--- src/rtl/rmii_rx_frame_writer_pkg.sv ---
// Shared types and constants for the RMII receive frame writer.
// State encoding, RMII dibit codes and default buffer geometry.
package rmii_rx_frame_writer_pkg;

    typedef enum logic [2:0] {
        S_IDLE,
        S_PREAMBLE,
        S_DATA,
        S_DONE,
        S_DISCARD
    } state_e;

    localparam logic [1:0] PREAMBLE_DIBIT = 2'b01;
    localparam logic [1:0] SFD_DIBIT      = 2'b11;

    localparam int DEF_DEPTH      = 288;
    localparam int DEF_ADDR_W     = 9;
    localparam int DEF_MIN_DIBITS = 4;

endpackage

--- src/rtl/rmii_rx_frame_writer_if.sv ---
// Buffer write port plus frame-report handshake.
// master = frame writer, slave = buffer/consumer side.
interface rmii_rx_frame_writer_if
    import rmii_rx_frame_writer_pkg::*;
#(
    parameter int ADDR_W = DEF_ADDR_W
);
    logic [1:0]        o_data_out;
    logic [ADDR_W-1:0] o_addr_write;
    logic              o_enab_write;
    logic              o_frame_ready;
    logic [ADDR_W-1:0] o_frame_len;
    logic              o_frame_err;
    logic              o_drop;
    logic              i_frame_ack;

    modport master (
        output o_data_out, o_addr_write, o_enab_write,
        output o_frame_ready, o_frame_len, o_frame_err, o_drop,
        input  i_frame_ack
    );

    modport slave (
        input  o_data_out, o_addr_write, o_enab_write,
        input  o_frame_ready, o_frame_len, o_frame_err, o_drop,
        output i_frame_ack
    );
endinterface

--- src/rtl/rmii_rx_err_tracker.sv ---
// Sticky per-frame error flags for the frame writer.
// Cleared while idle; final flag folds in misalign and runt checks.
module rmii_rx_err_tracker
    import rmii_rx_frame_writer_pkg::*;
#(
    parameter int ADDR_W     = DEF_ADDR_W,
    parameter int MIN_DIBITS = DEF_MIN_DIBITS
) (
    input  logic            clk_i,
    input  logic            rst_i,
    input  logic            clr_i,
    input  logic            er_hit_i,
    input  logic            ovf_hit_i,
    input  logic [ADDR_W:0] cnt_i,
    output logic            ovf_o,
    output logic            err_o
);
    localparam logic [ADDR_W:0] MIN_C = (ADDR_W+1)'(MIN_DIBITS);

    logic sticky_q, sticky_d;
    logic ovf_q, ovf_d;

    // Flag registers
    always_ff @(posedge clk_i) begin
        if (rst_i) begin
            sticky_q <= 1'b0;
            ovf_q    <= 1'b0;
        end else begin
            sticky_q <= sticky_d;
            ovf_q    <= ovf_d;
        end
    end

    // Accumulate hits, clear between frames
    always_comb begin
        sticky_d = sticky_q | er_hit_i | ovf_hit_i;
        ovf_d    = ovf_q | ovf_hit_i;
        if (clr_i) begin
            sticky_d = 1'b0;
            ovf_d    = 1'b0;
        end
    end

    assign ovf_o = ovf_q;
    assign err_o = sticky_q
                 | (cnt_i[1:0] != 2'b00)
                 | (cnt_i < MIN_C);
endmodule

--- src/rtl/rmii_rx_frame_writer.sv ---
// RMII receive front end: strips preamble/SFD, writes payload
// dibits to the buffer and reports each frame via ready/ack.
module rmii_rx_frame_writer
    import rmii_rx_frame_writer_pkg::*;
#(
    parameter int DEPTH      = DEF_DEPTH,
    parameter int ADDR_W     = DEF_ADDR_W,
    parameter int MIN_DIBITS = DEF_MIN_DIBITS
) (
    input  logic       i_clock,
    input  logic       i_reset,
    input  logic [1:0] i_rxd,
    input  logic       i_crs_dv,
    input  logic       i_rx_er,
    rmii_rx_frame_writer_if.master bus
);
    if (DEPTH > (2 ** ADDR_W)) begin : g_depth_chk
        $error("DEPTH does not fit in ADDR_W");
    end

    // Counter is one bit wider so a full buffer reads as DEPTH
    localparam logic [ADDR_W:0] DEPTH_C = (ADDR_W+1)'(DEPTH);
    localparam logic [ADDR_W:0] ONE_C   = (ADDR_W+1)'(1);

    state_e            state_q, state_d;
    logic [ADDR_W:0]   cnt_q, cnt_d;
    logic [1:0]        data_q, data_d;
    logic [ADDR_W-1:0] addr_q, addr_d;
    logic              we_q, we_d;
    logic              ready_q, ready_d;
    logic [ADDR_W-1:0] len_q, len_d;
    logic              err_q, err_d;
    logic              drop_q, drop_d;
    logic              er_hit, ovf_hit;
    logic              ovf, err_final, busy;

    rmii_rx_err_tracker #(
        .ADDR_W    (ADDR_W),
        .MIN_DIBITS(MIN_DIBITS)
    ) u_err (
        .clk_i    (i_clock),
        .rst_i    (i_reset),
        .clr_i    (state_q == S_IDLE),
        .er_hit_i (er_hit),
        .ovf_hit_i(ovf_hit),
        .cnt_i    (cnt_q),
        .ovf_o    (ovf),
        .err_o    (err_final)
    );

    // State and output registers
    always_ff @(posedge i_clock) begin
        if (i_reset) begin
            state_q <= S_IDLE;
            cnt_q   <= '0;
            data_q  <= '0;
            addr_q  <= '0;
            we_q    <= 1'b0;
            ready_q <= 1'b0;
            len_q   <= '0;
            err_q   <= 1'b0;
            drop_q  <= 1'b0;
        end else begin
            state_q <= state_d;
            cnt_q   <= cnt_d;
            data_q  <= data_d;
            addr_q  <= addr_d;
            we_q    <= we_d;
            ready_q <= ready_d;
            len_q   <= len_d;
            err_q   <= err_d;
            drop_q  <= drop_d;
        end
    end

    // Next-state, buffer writes and frame report
    always_comb begin
        state_d = state_q;
        cnt_d   = cnt_q;
        data_d  = data_q;
        addr_d  = addr_q;
        we_d    = 1'b0;
        ready_d = ready_q & ~bus.i_frame_ack;
        len_d   = len_q;
        err_d   = err_q;
        drop_d  = 1'b0;
        er_hit  = 1'b0;
        ovf_hit = 1'b0;
        // An ack in the same cycle frees the buffer for this carrier
        busy    = ready_q & ~bus.i_frame_ack;
        unique case (state_q)
            S_IDLE: begin
                if (i_crs_dv) begin
                    if (busy) begin
                        state_d = S_DISCARD;
                        drop_d  = 1'b1;
                    end else if (i_rxd == PREAMBLE_DIBIT) begin
                        state_d = S_PREAMBLE;
                    end
                end
            end
            S_PREAMBLE: begin
                if (!i_crs_dv) begin
                    state_d = S_IDLE;
                end else if (i_rxd == SFD_DIBIT) begin
                    state_d = S_DATA;
                    cnt_d   = '0;
                end else if (i_rxd != PREAMBLE_DIBIT) begin
                    state_d = S_DISCARD;
                end
            end
            S_DATA: begin
                if (!i_crs_dv) begin
                    state_d = S_DONE;
                end else if (cnt_q == DEPTH_C) begin
                    ovf_hit = 1'b1;
                    state_d = S_DISCARD;
                end else begin
                    we_d   = 1'b1;
                    data_d = i_rxd;
                    addr_d = cnt_q[ADDR_W-1:0];
                    cnt_d  = cnt_q + ONE_C;
                    er_hit = i_rx_er;
                end
            end
            S_DONE: begin
                len_d   = cnt_q[ADDR_W-1:0];
                err_d   = err_final;
                ready_d = 1'b1;
                state_d = S_IDLE;
            end
            S_DISCARD: begin
                if (!i_crs_dv) begin
                    state_d = ovf ? S_DONE : S_IDLE;
                end
            end
            default: state_d = S_IDLE;
        endcase
    end

    assign bus.o_data_out    = data_q;
    assign bus.o_addr_write  = addr_q;
    assign bus.o_enab_write  = we_q;
    assign bus.o_frame_ready = ready_q;
    assign bus.o_frame_len   = len_q;
    assign bus.o_frame_err   = err_q;
    assign bus.o_drop        = drop_q;
endmodule
--- src/flat_wrapper.sv ---
// flat-port wrapper written by rule: the top's interface ports become plain ports
module rmii_rx_frame_writer_flat import rmii_rx_frame_writer_pkg::*;
#(
    parameter int DEPTH      = DEF_DEPTH,
    parameter int ADDR_W     = DEF_ADDR_W,
    parameter int MIN_DIBITS = DEF_MIN_DIBITS
)
  (i_clock, i_reset, i_rxd, i_crs_dv, i_rx_er, bus_o_data_out, bus_o_addr_write, bus_o_enab_write, bus_o_frame_ready, bus_o_frame_len, bus_o_frame_err, bus_o_drop, bus_i_frame_ack);
  rmii_rx_frame_writer_if #(.ADDR_W(ADDR_W)) bus_i ();
  input  logic i_clock;
  input  logic i_reset;
  input  logic [1:0] i_rxd;
  input  logic i_crs_dv;
  input  logic i_rx_er;
  output wire logic [$bits(bus_i.o_data_out)-1:0] bus_o_data_out;
  output wire logic [$bits(bus_i.o_addr_write)-1:0] bus_o_addr_write;
  output wire logic [$bits(bus_i.o_enab_write)-1:0] bus_o_enab_write;
  output wire logic [$bits(bus_i.o_frame_ready)-1:0] bus_o_frame_ready;
  output wire logic [$bits(bus_i.o_frame_len)-1:0] bus_o_frame_len;
  output wire logic [$bits(bus_i.o_frame_err)-1:0] bus_o_frame_err;
  output wire logic [$bits(bus_i.o_drop)-1:0] bus_o_drop;
  input wire logic [$bits(bus_i.i_frame_ack)-1:0] bus_i_frame_ack;
  assign bus_o_data_out = bus_i.o_data_out;
  assign bus_o_addr_write = bus_i.o_addr_write;
  assign bus_o_enab_write = bus_i.o_enab_write;
  assign bus_o_frame_ready = bus_i.o_frame_ready;
  assign bus_o_frame_len = bus_i.o_frame_len;
  assign bus_o_frame_err = bus_i.o_frame_err;
  assign bus_o_drop = bus_i.o_drop;
  assign bus_i.i_frame_ack = bus_i_frame_ack;
  rmii_rx_frame_writer #(.DEPTH(DEPTH), .ADDR_W(ADDR_W), .MIN_DIBITS(MIN_DIBITS)) u_core (.i_clock(i_clock), .i_reset(i_reset), .i_rxd(i_rxd), .i_crs_dv(i_crs_dv), .i_rx_er(i_rx_er), .bus(bus_i));
endmodule
--- config.mk ---
export PLATFORM = sky130hd
export DESIGN_NAME = rmii_rx_frame_writer_flat
export DESIGN_NICKNAME = d
export VERILOG_FILES = /design/src/rtl/rmii_rx_frame_writer_pkg.sv /design/src/rtl/rmii_rx_frame_writer_if.sv /design/src/rtl/rmii_rx_err_tracker.sv /design/src/rtl/rmii_rx_frame_writer.sv /design/src/flat_wrapper.sv
export SDC_FILE = /design/constraint.sdc
export NUM_CORES = 1
export LEC_CHECK = 0
export ABC_AREA = 1
export CAP_MARGIN = 20
export CORE_ASPECT_RATIO = 1.2
export CORE_MARGIN = 1
export CORE_UTILIZATION = 45
export CTS_CLUSTER_DIAMETER = 60
export DETAILED_ROUTE_END_ITERATION = 8
export GPL_TIMING_DRIVEN = 1
export PLACE_DENSITY = 0.75
export SLEW_MARGIN = 20
export SYNTH_ARGS = -nofsm -noshare
export SYNTH_HDL_FRONTEND = slang
export SYNTH_SLANG_ARGS = --single-unit
export TNS_END_PERCENT = 10
--- constraint.sdc ---
create_clock -name i_clock -period 1.6 [get_ports i_clock]
set_input_delay 0.24 -clock i_clock [delete_from_list [all_inputs] [get_ports i_clock]]
set_output_delay 0.24 -clock i_clock [all_outputs]
set_load 0.01 [all_outputs]
# After elaboration in Yosys (flattened, before gate mapping)
# Cells that the tools add are included.
# op_classes
n_addsub	1
order_cmp	1
eq_ne	17
mux	25
bitwise_logic	11
reduce_logical	9
# ops
operator	n
$mux W10	4
$mux W3	9
$pmux W10 S2	1
$pmux W3 S4	1
$add A10 B1 Y10 const B	1
$eq A10 B9 Y1 const B	1
$lt A10 B3 Y1 const B	1
$ne A2 B2 Y1 const B	5
$reduce_and A5 Y1	2
$mux W1	9
$eq A3 B2 Y1 const B	2
$reduce_or A3 Y1	2
$not A1 Y1	5
$or A1 B1 Y1	5
$ne A2 B1 Y1 const B	2
$ne A4 B2 Y1 const B	1
$reduce_bool A2 Y1	2
$eq A3 B1 Y1 const B	1
$eq A3 B3 Y1 const B	1
$logic_not A3 Y1	1
$ne A3 B1 Y1 const B	1
$ne A3 B2 Y1 const B	1
$reduce_and A3 Y1	1
$eq A2 B1 Y1 const B	1
other kinds (4)	4
# totals
regBits	39
out_inout_bits	24
wordCells	75

# Logic depth before layout (Yosys ltp)
# Gate-level depths: netlist (run 1).
# logic_depth
ltp_word	6
ltp_mapped	10
depth_no_buf	9

# Hierarchy
# Synthesis (run 1) repeated with hierarchy kept, for this count alone.
# unflattened
hier_cells	282
hier_area_um2	1914.3
# by_module_without_submodules
module	n_inst	cells_each	area_per_inst_um2	seq_area_each_um2
rmii_rx_frame_writer	1	267	1819.2	740.7
rmii_rx_err_tracker	1	15	95.1	40.0

# Worst setup path before layout (run 1)
# Ideal clock, no wire load.
# synth_path
path_kind	reg2reg
startpoint	register u_core.cnt_q[1]
endpoint	register u_core.addr_q[8], in the netlist u_core.bus.o_addr_write[8]
setup_time_ps	117
arrival_time_ps	1268
required_time_ps	1483
slack_ps	215
path_stages_with_launch	11
n_path_buf	1
cell_sequence	dfxtp_1 inv_1 ha_1 nand3_1 nor2_2 nand2_2 nand2_4 inv_6 buf_8 o21ai_1 a21oi_1
# synth_between
elab_chain_len	3
# synth_lines
item	line	text
start: declaration	rmii_rx_frame_writer.sv:26	logic [ADDR_W:0] cnt_q, cnt_d;
start signal: assignment	rmii_rx_frame_writer.sv:65	cnt_q <= cnt_d;
$eq A10 B9 Y1	rmii_rx_frame_writer.sv:115	end else if (cnt_q == DEPTH_C) begin
$not A1 Y1 (no line)	n/a	
$reduce_and A3 Y1 (no line)	n/a	
end signal: assignment	rmii_rx_frame_writer.sv:67	addr_q <= addr_d;
end: declaration	rmii_rx_frame_writer.sv:28	logic [ADDR_W-1:0] addr_q, addr_d;
# Every way passes these cells.
# A chain may end at the register's enable or synchronous reset.

# Worst setup path after layout (run 1)
# layout_path
startpoint	register u_core.cnt_q[0]
endpoint	register u_core.state_q[0]
# layout_between
elab_chain_len	3
# layout_lines
item	line	text
$eq A10 B9 Y1	rmii_rx_frame_writer.sv:115	
$ne A3 B2 Y1 (no line)	n/a	
$reduce_and A5 Y1 (no line)	n/a	
end signal: assignment	rmii_rx_frame_writer.sv:64	state_q <= state_d;
end: declaration	rmii_rx_frame_writer.sv:25	state_e state_q, state_d;
# Every way passes these cells.

==> results of run 1 <==
logic make-up (layout without fill, tap and decap cells):
group | Yosys count | in the layout
flops | 39 | 39
buf+inv | 39 | 76
compound gates | 59 | 59
simple gates | 115 | 116
fa+ha+maj | 2 | 2
layer usage:
| metal | vias up | part of all wire |
|---|---|---|
| met5 | - | 0 |
| met4 | 0 | 0.029 |
| met3 | 15 | 0.039 |
| met2 | 44 | 0.51 |
| met1 | 820 | 0.42 |
| li1 | 911 | - |
Yosys cell counts (3+ instances only):
| cell | count |
|---|---|
| inv_2 | 3 |
| nand3_2 | 3 |
| o21ai_0 | 20 |
| buf_2 | 3 |
| dfxtp_1 | 39 |
| nor2_4 | 3 |
| nor3_1 | 3 |
| nand3_1 | 17 |
| inv_1 | 26 |
| nand4_1 | 7 |
| o21ai_1 | 5 |
| a21oi_1 | 28 |
| nand2_1 | 49 |
| nor2_1 | 26 |
registers in the layout, indices dropped and copies added (netlist names):
| signal | flops |
|---|---|
| u_core.bus.o_drop | 1 |
| u_core.bus.o_data_out | 2 |
| u_core.u_err.sticky_q | 1 |
| u_core.bus.o_frame_err | 1 |
| u_core.cnt_q | 10 |
| u_core.bus.o_addr_write | 9 |
| u_core.bus.o_enab_write | 1 |
| u_core.u_err.ovf_o | 1 |
| u_core.bus.o_frame_len | 9 |
| u_core.bus.o_frame_ready | 1 |
| u_core.state_q | 3 |
stage by stage:
step                      cell area, um2  total power [mW]  hold slack, ns  setup slack (ns)  utilization
final                               2400              2.02           0.456             0.106        0.608
after global routing                2400              2.09           0.467           0.00164        0.608
after CTS                           2350              2.02           0.455            0.0670        0.597
after global placement              2240              1.21           0.441            0.0252        0.569
after floorplan                     1850              1.15           0.317             0.215            -
after detailed placement            2240              1.21           0.444          -0.00882        0.569
cell type report:
class	count	area share
multi-input combinational	177	0.390
clock inverter	3	0.0183
sequential	39	0.326
timing repair buffer	37	0.158
clock buffer	5	0.0287
tap	54	0.0282
inverter	31	0.0517
power breakdown:
group	leakage [nW]	internal [mW]	total, mW	switching, mW
logic	0.593	0.0787	0.204	0.125
clock network	0.0581	0.464	0.823	0.359
registers	0.314	0.979	0.992	0.0132
total	0.965	1.52	2.02	0.497
worst paths after layout:
| kind | startpoint | end | slack (ns) | cells past startpoint |
|---|---|---|---|---|
| worst max-delay path | u_core.cnt_q[0]$_SDFFE_PP0P_ | u_core.state_q[0]$_SDFFE_PP0P_ | 0.11 | 9 |
| worst min-delay path | u_core.u_err.ovf_o$_SDFF_PP0_ | u_core.u_err.ovf_o$_SDFF_PP0_ | 0.46 | 2 |
| worst max register to register | u_core.cnt_q[0]$_SDFFE_PP0P_ | u_core.state_q[0]$_SDFFE_PP0P_ | 0.11 | 9 |
| worst min register to register | u_core.u_err.ovf_o$_SDFF_PP0_ | u_core.u_err.ovf_o$_SDFF_PP0_ | 0.46 | 2 |
worst max-delay path, stage by stage (launching register included):
cell,delay (ns)
dfxtp_1,0.32
inv_1,0.12
ha_4,0.16
nand3_2,0.09
nor2_4,0.17
nand2_2,0.09
nand2_4,0.11
buf_12,0.12
nand4_1,0.10
a21oi_2,0.13
==> results.md, run 1 <==
* Top FF cell, synth: dfxtp_1
* Commonest non-fill, non-tap cell in the layout: nand2_1
* Compound-Gate Fraction of Synth Area at 0.168
* Period utilization at 0.933
* Starting Density at 0.470
* Arr. time, crit path at roughly 1.7 ns
* Vias in the first global route at ~1700
* Tightest Pin Transition at between 0.2 and 0.3 ns
* Final Hold Fails at 0
* Yosys cell types at 30
* Outcome: complete, no violations
* Register bit total from synthesis at 39
* Ys async rst share at 0
* HP Class: register to register
* Pre-antenna DRT Iters at 4
* Met2 usage at 0.407
* Max Fanout on Critical Path at 5
* Static Leakage at about 0.97 nW
* Clock Latency Late Sink at roughly 0.30 ns
* Syn-to-layout area delta at 29.5%
* Boundary Pins at 31
* Pwr per Cell Area at roughly 840 nW/um2
* Die area at around 4400 um2
* Setup violators final at 0
* Worst-path clk slew at 0.08 ns
* Rows at 25
* TritonCTS clock tree: yes
* Top cells by area, synth: dfxtp_1 42%, nand2_1 9.9%, a21oi_1 7.6%, o21ai_0 5.4%, inv_1 5.3%
* CTS root buffer: clkbuf_8
* FMAX at between 600 and 700 MHz
* Largest family of logic cells by synthesized area: simple AND/OR/NAND/NOR gates
* Synthesized cell area at around 1900 um2
* Grt ovf at 0
* CTS H-tree depth at 2
* Cells after Synth at 254
* Post-route clock skew at 0.00965 ns
* Most frequent cells in the layout: 48 x nand2_1, 39 x dfxtp_1, 30 x clkdlybuf4s50_1, 27 x a21oi_1, 26 x nor2_1
* Total Nets Final at 300
* Fin crit period at 1.49 ns
* GR Util All Layers at 0.226
* Chip width at around 60 um
* Total wire length at around 4.4 mm
* Final std cells w/o fill at 346
* Post-Route Setup TNS at 0 ns
* Adder and majority cell fraction of the synthesized area at 0.0135
* Max-cap violations at 0
* Syn_nets at 263
* Clock tree buffer depth at 2
* RSZ-0062 raised after global routing: false
* Resized cells post-CTS at 0
* Seq/Total Area, Yosys at 0.422
* Pin count of the biggest net entering global routing at 28
* First-pass GRT wire length at 7.38 mm
* Synth top area share at 0.422
* Pins over their slew limit at 0
* Mux cell area share after synthesis at 0
* Multi-input combinational cell area at between 900 and 1000 um2
* Critical Path Start Type: register
* Critical path type: register to register
* Vias at 1790
* CORE AREA at 3940 um2
* Met3 GRT Util at 0.0446
* Worst VDD drop at just under 600 uV
* Simple-Gate Fraction of Synth Area at 0.300
* Worst slew margin at 0.825
* CP Capture Type: register
* IO Port Bufs at 30
* DR iter-0 viols at 91
* Wire length per cell at approximately 13 um
* CTS sink cnt at 39
* Dominant cell type by area after synthesis: dfxtp_1
* Detailed Place HPWL at ~3.2 mm
* Cts hold-fix bufs at 0
* Total CTS buffers at 5
* Placed cell count at between 300 and 400
* Vias per cell at approximately 5.2
* Antenna diodes at 0
* Crit path required time at roughly 1.8 ns
* Post-synth EDFFs at 0
* Post-CTS setup buffers at 0
* Die Y at 72.2 um
* Share of layout cells above drive strength 1 at 0.137
* Synth warn at 0
* Syn Area/Cell at 7.29 um2
* Met1 usage at 0.247
* GRT Max-Usage Layer: met2
* Initial antenna violation count at 0
* FILL cells at approximately 370
* Register Area at about 780 um2
* Drt drc at 0
* Xor and xnor area share after synthesis at 0
* ANT nets after route at 0
* Placer Congestion at 0.849
(Power assumes the default switching activity.)
==> run 2, diff against run 1 <==
--- a/config.mk
+++ b/config.mk
@@ -13,6 +13,7 @@
 export CTS_CLUSTER_DIAMETER = 60
 export DETAILED_ROUTE_END_ITERATION = 8
 export GPL_TIMING_DRIVEN = 1
+export MAX_ROUTING_LAYER = met4
 export PLACE_DENSITY = 0.75
 export SLEW_MARGIN = 20
 export SYNTH_ARGS = -nofsm -noshare
==> run 2 against run 1 <==
  * Critical path depth stayed put
  * Global-route usage is 0.73 points higher
  * First-iteration DRC count is 1.1% lower
  * Clock skew hardly changed
  * Largest cell class unchanged
  * Clock power hardly changed
==> results.md, run 2 (synthesis results as in run 1) <==
* Die Y at ~72 um
* Detailed Place HPWL at 3.21 mm
* First-pass GRT wire length at around 7.4 mm
* Pre-antenna DRT Iters at 4
* Clock tree buffer depth at 2
* Antenna diodes at 0
* CP max stage cell: dfxtp_1
* Worst slew margin at 0.828
* Resized cells post-CTS at 0
* DR iter-0 viols at 90
* Placed cell count at roughly 340
* Post-CTS setup buffers at 0
* Drt drc at 0
* Share of layout cells above drive strength 1 at 0.137
* Worst VDD drop at a little under 600 uV
* Slowest stage delay, CP at roughly 0.32 ns
* Hold Crit Start: u_core.u_err.ovf_o$_SDFF_PP0_
* Vias per cell at around 5.2
* Total CTS buffers at 5
* Grt ovf at 0
* Post-route clock skew at 0.00976 ns
* Die area at roughly 4400 um2
* Biggest register: u_core.cnt_q
* Pwr per Cell Area at roughly 840 nW/um2
* Rows at 25
* Crit path required time at about 1.8 ns
* Critical-path cell list: inv_1 > ha_4 > nand3_2 > nor2_4 > nand2_2 > nand2_4 > buf_12 > nand4_1 > a21oi_2
* Boundary Pins at 31
* CP bufs+invs at 2
* CTS sink cnt at 39
* Setup violators final at 0
* Reg2reg start: u_core.cnt_q[0]$_SDFFE_PP0P_
* CTS root buffer: clkbuf_8
* Total power at approximately 2 mW
* CP Capture Type: register
* Static Leakage at between 0.9 and 1 nW
* CORE AREA at 3940 um2
* Setup ws final at 0.107 ns
* Reg2Reg Depth at 9
* ANT nets after route at 0
* Chip width at 60.5 um
* Final std cells w/o fill at around 350
* Cts hold-fix bufs at 0
* HP Class: register to register
* Tightest Pin Transition at 0.255 ns
* Total Nets Final at 300
* Placer Congestion at ~0.86
* Most frequent cells in the layout: 48 x nand2_1, 39 x dfxtp_1, 30 x clkdlybuf4s50_1, 27 x a21oi_1, 26 x nor2_1
* TritonCTS clock tree: yes
* GR Util All Layers at 0.233
* Syn-to-layout area delta at 29.5%
* Max Fanout on Critical Path at 5
* Starting Density at 0.470
* FILL cells at about 370
* Vias in the first global route at between 1500 and 2000
* Total wire length at 4.44 mm
* Vias at around 1800
* Initial antenna violation count at 0
* CTS H-tree depth at 2
* FMAX at roughly 670 MHz
* Wire length per cell at between 10 and 15 um
* IO Port Bufs at 30
* Final core occ at 0.608
* Max-cap violations at 0
* Critical Path Start Type: register
* Clock Latency Late Sink at about 0.30 ns
* Critical path startpoint: u_core.cnt_q[0]$_SDFFE_PP0P_
* Final Hold Fails at 0
* Critical path type: register to register
* RSZ-0062 raised after global routing: false
* Pin count of the biggest net entering global routing at 28
* Critical Path Stages at 9
* Outcome: complete, no violations
* Pins over their slew limit at 0
* Max reg flops at 10
* Top delay family on crit path: simple AND/OR/NAND/NOR gates
* Arr. time, crit path at 1.72 ns
* Period utilization at 0.933
* Hold path cells at 2
* Pre-CTS setup slack at -0.00882 ns
* Worst-path clk slew at 0.08 ns
* Commonest non-fill, non-tap cell in the layout: nand2_1
* Fin crit period at between 1 and 1.5 ns
-- run 2: cell counts in the layout (fill, tap and decap cells not counted) --
Identical to the previous run, type by type.
-- run 2: final cells by class --
type | instances | area [um2] | share of cell area
tap | 54 | 67.6 | 0.0282
clock inverter | 3 | 43.8 | 0.0183
sequential | 39 | 781 | 0.326
clock buffer | 5 | 68.8 | 0.0287
timing repair buffer | 37 | 378 | 0.158
inverter | 31 | 124 | 0.0517
multi-input combinational | 177 | 935 | 0.390
-- run 2: final timing paths --
check	endpoint	slack, ns
max	u_core.state_q[0]$_SDFFE_PP0P_	0.11
min	u_core.u_err.ovf_o$_SDFF_PP0_	0.46
max reg2reg	u_core.state_q[0]$_SDFFE_PP0P_	0.11
min reg2reg	u_core.u_err.ovf_o$_SDFF_PP0_	0.46
-- run 2: per-layer routing --
layer | share of wire | up-vias | global-route usage
met3 | 0.043 | 15 | 0.0446
met1 | 0.42 | 818 | 0.252
li1 | - | 909 | -
met2 | 0.51 | 44 | 0.404
met4 | 0.028 | 0 | 0.104
met5 | 0 | - | -
-- run 2: worst min-delay path, stage by stage (launching register included) --
cell and delay [ns]:
dfxtp_1 0.32, inv_1 0.05, a21oi_1 0.05
-- run 2: metrics by stage --
stage / TNS (ns) / hold WS [ns] / area (um2)
3_3_place_gp: 0 / 0.441 / 2240
5_1_grt: 0 / 0.467 / 2400
4_1_cts: 0 / 0.455 / 2350
6_report: 0 / 0.456 / 2400
2_1_floorplan: 0 / 0.317 / 1850
3_5_place_dp: -0.00882 / 0.444 / 2240
-- run 2: where the power goes --
group | switching (mW) | internal [mW] | leakage [nW]
clock | 0.360 | 0.464 | 0.0581
combinational | 0.125 | 0.0787 | 0.593
sequential | 0.0134 | 0.979 | 0.314
==> run 3, diff against run 2 <==
--- a/config.mk
+++ b/config.mk
@@ -7,13 +7,11 @@
 export LEC_CHECK = 0
 export ABC_AREA = 1
 export CAP_MARGIN = 20
-export CORE_ASPECT_RATIO = 1.2
 export CORE_MARGIN = 1
 export CORE_UTILIZATION = 45
 export CTS_CLUSTER_DIAMETER = 60
 export DETAILED_ROUTE_END_ITERATION = 8
 export GPL_TIMING_DRIVEN = 1
-export MAX_ROUTING_LAYER = met4
 export PLACE_DENSITY = 0.75
 export SLEW_MARGIN = 20
 export SYNTH_ARGS = -nofsm -noshare
==> run 3 against run 2 <==
  * Clock power decreased by 23%
  * Flip-flop and latch count unchanged
  * Maximum frequency decreased by 0.46%
  * Register-to-register slack about the same
  * Via count rose by 0.34%
  * Largest power group unchanged
  * Critical path type unchanged
  * Largest cell class unchanged
==> results.md, run 3 (synthesis results as in run 1) <==
* Initial antenna violation count at 0
* Pin count of the biggest net entering global routing at 27
* Post-route clock skew at 0.00342 ns
* HP Class: register to register
* IO Port Bufs at 30
* Pwr per Cell Area at ~770 nW/um2
* Worst-path clk slew at 0.07 ns
* Static Leakage at 0.969 nW
* Grt ovf at 0
* Vias at 1792
* Arr. time, crit path at roughly 1.7 ns
* Rows at 22
* Commonest non-fill, non-tap cell in the layout: nand2_1
* Worst slew margin at 0.841
* Critical Path Start Type: register
* Drt drc at 0
* Critical path type: register to register
* Most frequent cells in the layout: 49 x nand2_1, 39 x dfxtp_1, 30 x clkdlybuf4s50_1, 28 x a21oi_1, 26 x nor2_1
* Total CTS buffers at 5
* Biggest register: u_core.cnt_q
* CTS root buffer: clkbuf_8
* Total wire length at 4.54 mm
* Clock Latency Late Sink at approximately 0.29 ns
* CORE AREA at roughly 3800 um2
* Total Nets Final at ~300
* Pins over their slew limit at 0
* CTS sink cnt at 39
* RSZ-0062 raised after global routing: false
* Cts hold-fix bufs at 0
* Period utilization at 0.937
* First-pass GRT wire length at between 7 and 8 mm
* Clock tree buffer depth at 2
* Chip width at 66.1 um
* Max-cap violations at 0
* Wire length per cell at 13.2 um
* Share of layout cells above drive strength 1 at 0.141
* Die Y at 66.1 um
* Post-Route Setup TNS at 0 ns
* Hold path cells at 2
* Reg2Reg Setup Slack at ~0.1 ns
* Syn-to-layout area delta at 28.5%
* Worst VDD drop at about 660 uV
* GR Util All Layers at 0.232
* CTS H-tree depth at 2
* Setup ws final at 0.100 ns
* Pre-CTS setup slack at -0.0376 ns
* Fin crit period at around 1.5 ns
* Vias per cell at slightly above 5
* Placer Congestion at about 0.90
* Final Hold Fails at 0
* Reg2Reg Depth at 8
* DR iter-0 viols at 108
* FMAX at roughly 670 MHz
* Vias in the first global route at between 1500 and 2000
* TritonCTS clock tree: yes
* Max Fanout on Critical Path at 10
* Antenna diodes at 0
* Setup violators final at 0
* Boundary Pins at 31
* Placed cell count at 335
* Starting Density at 0.487
* Pre-antenna DRT Iters at 4
* Tightest Pin Transition at approximately 0.24 ns
* Outcome: complete, no violations
* ANT nets after route at 0
* Final std cells w/o fill at 345
* Detailed Place HPWL at around 3.2 mm
* Crit path required time at approximately 1.8 ns
* CP Capture Type: register
* Die area at 4370 um2
* Max reg flops at 10
==> run 3: repair_timing <==
item,in CTS,in global routing
resized for setup,0,12
buffers inserted,0,2
endpoints found under the setup margin,0,22
==> run 3: cell type report <==
class	instances	area, um2
fill	358	1420
multi-input combinational	176	922
sequential	39	781
timing repair buffer	43	410
inverter	31	124
clock buffer	7	76.3
tap	48	60.1
clock inverter	1	5.00
==> run 3: per-stage QoR <==
stage	utilization	area (um2)	total power [mW]	hold slack (ns)
floorplan	-	1850	1.15	0.317
global placement	0.593	2250	1.22	0.444
detailed placement	0.593	2250	1.22	0.441
CTS	0.614	2330	1.85	0.452
global route	0.626	2380	1.93	0.473
finish	0.626	2380	1.83	0.454
==> run 3: critical path: stages (launching register included) <==
cell and delay [ns]:
dfxtp_1 0.38, inv_4 0.13, nand3_4 0.13, nand2_1 0.09, nand2_1 0.07, nor2_4 0.19
nand2_4 0.14, a21oi_1 0.18, nor2_1 0.08
==> run 3: where the power goes <==
group          internal (mW)  leakage [nW]  switching (mW)
clock                  0.306        0.0422           0.329
combinational         0.0777         0.613           0.128
sequential             0.980         0.314          0.0146
total                   1.36         0.969           0.471
==> run 3: per-layer routing <==
metal / wire (um) / GRT usage / up-vias
li1: - / - / 922
met1: 2090 / 0.301 / 814
met2: 2180 / 0.370 / 48
met3: 215 / 0.0741 / 8
met4: 59 / 0.0559 / 0
met5: 0 / 0 / -
==> run 3: final timing paths <==
kind | startpoint | end
max | u_core.state_q[2]$_SDFFE_PP0P_ | u_core.cnt_q[2]$_SDFFE_PP0P_
min | u_core.u_err.ovf_o$_SDFF_PP0_ | u_core.u_err.ovf_o$_SDFF_PP0_
max reg2reg | u_core.state_q[2]$_SDFFE_PP0P_ | u_core.cnt_q[2]$_SDFFE_PP0P_
min reg2reg | u_core.u_err.ovf_o$_SDFF_PP0_ | u_core.u_err.ovf_o$_SDFF_PP0_
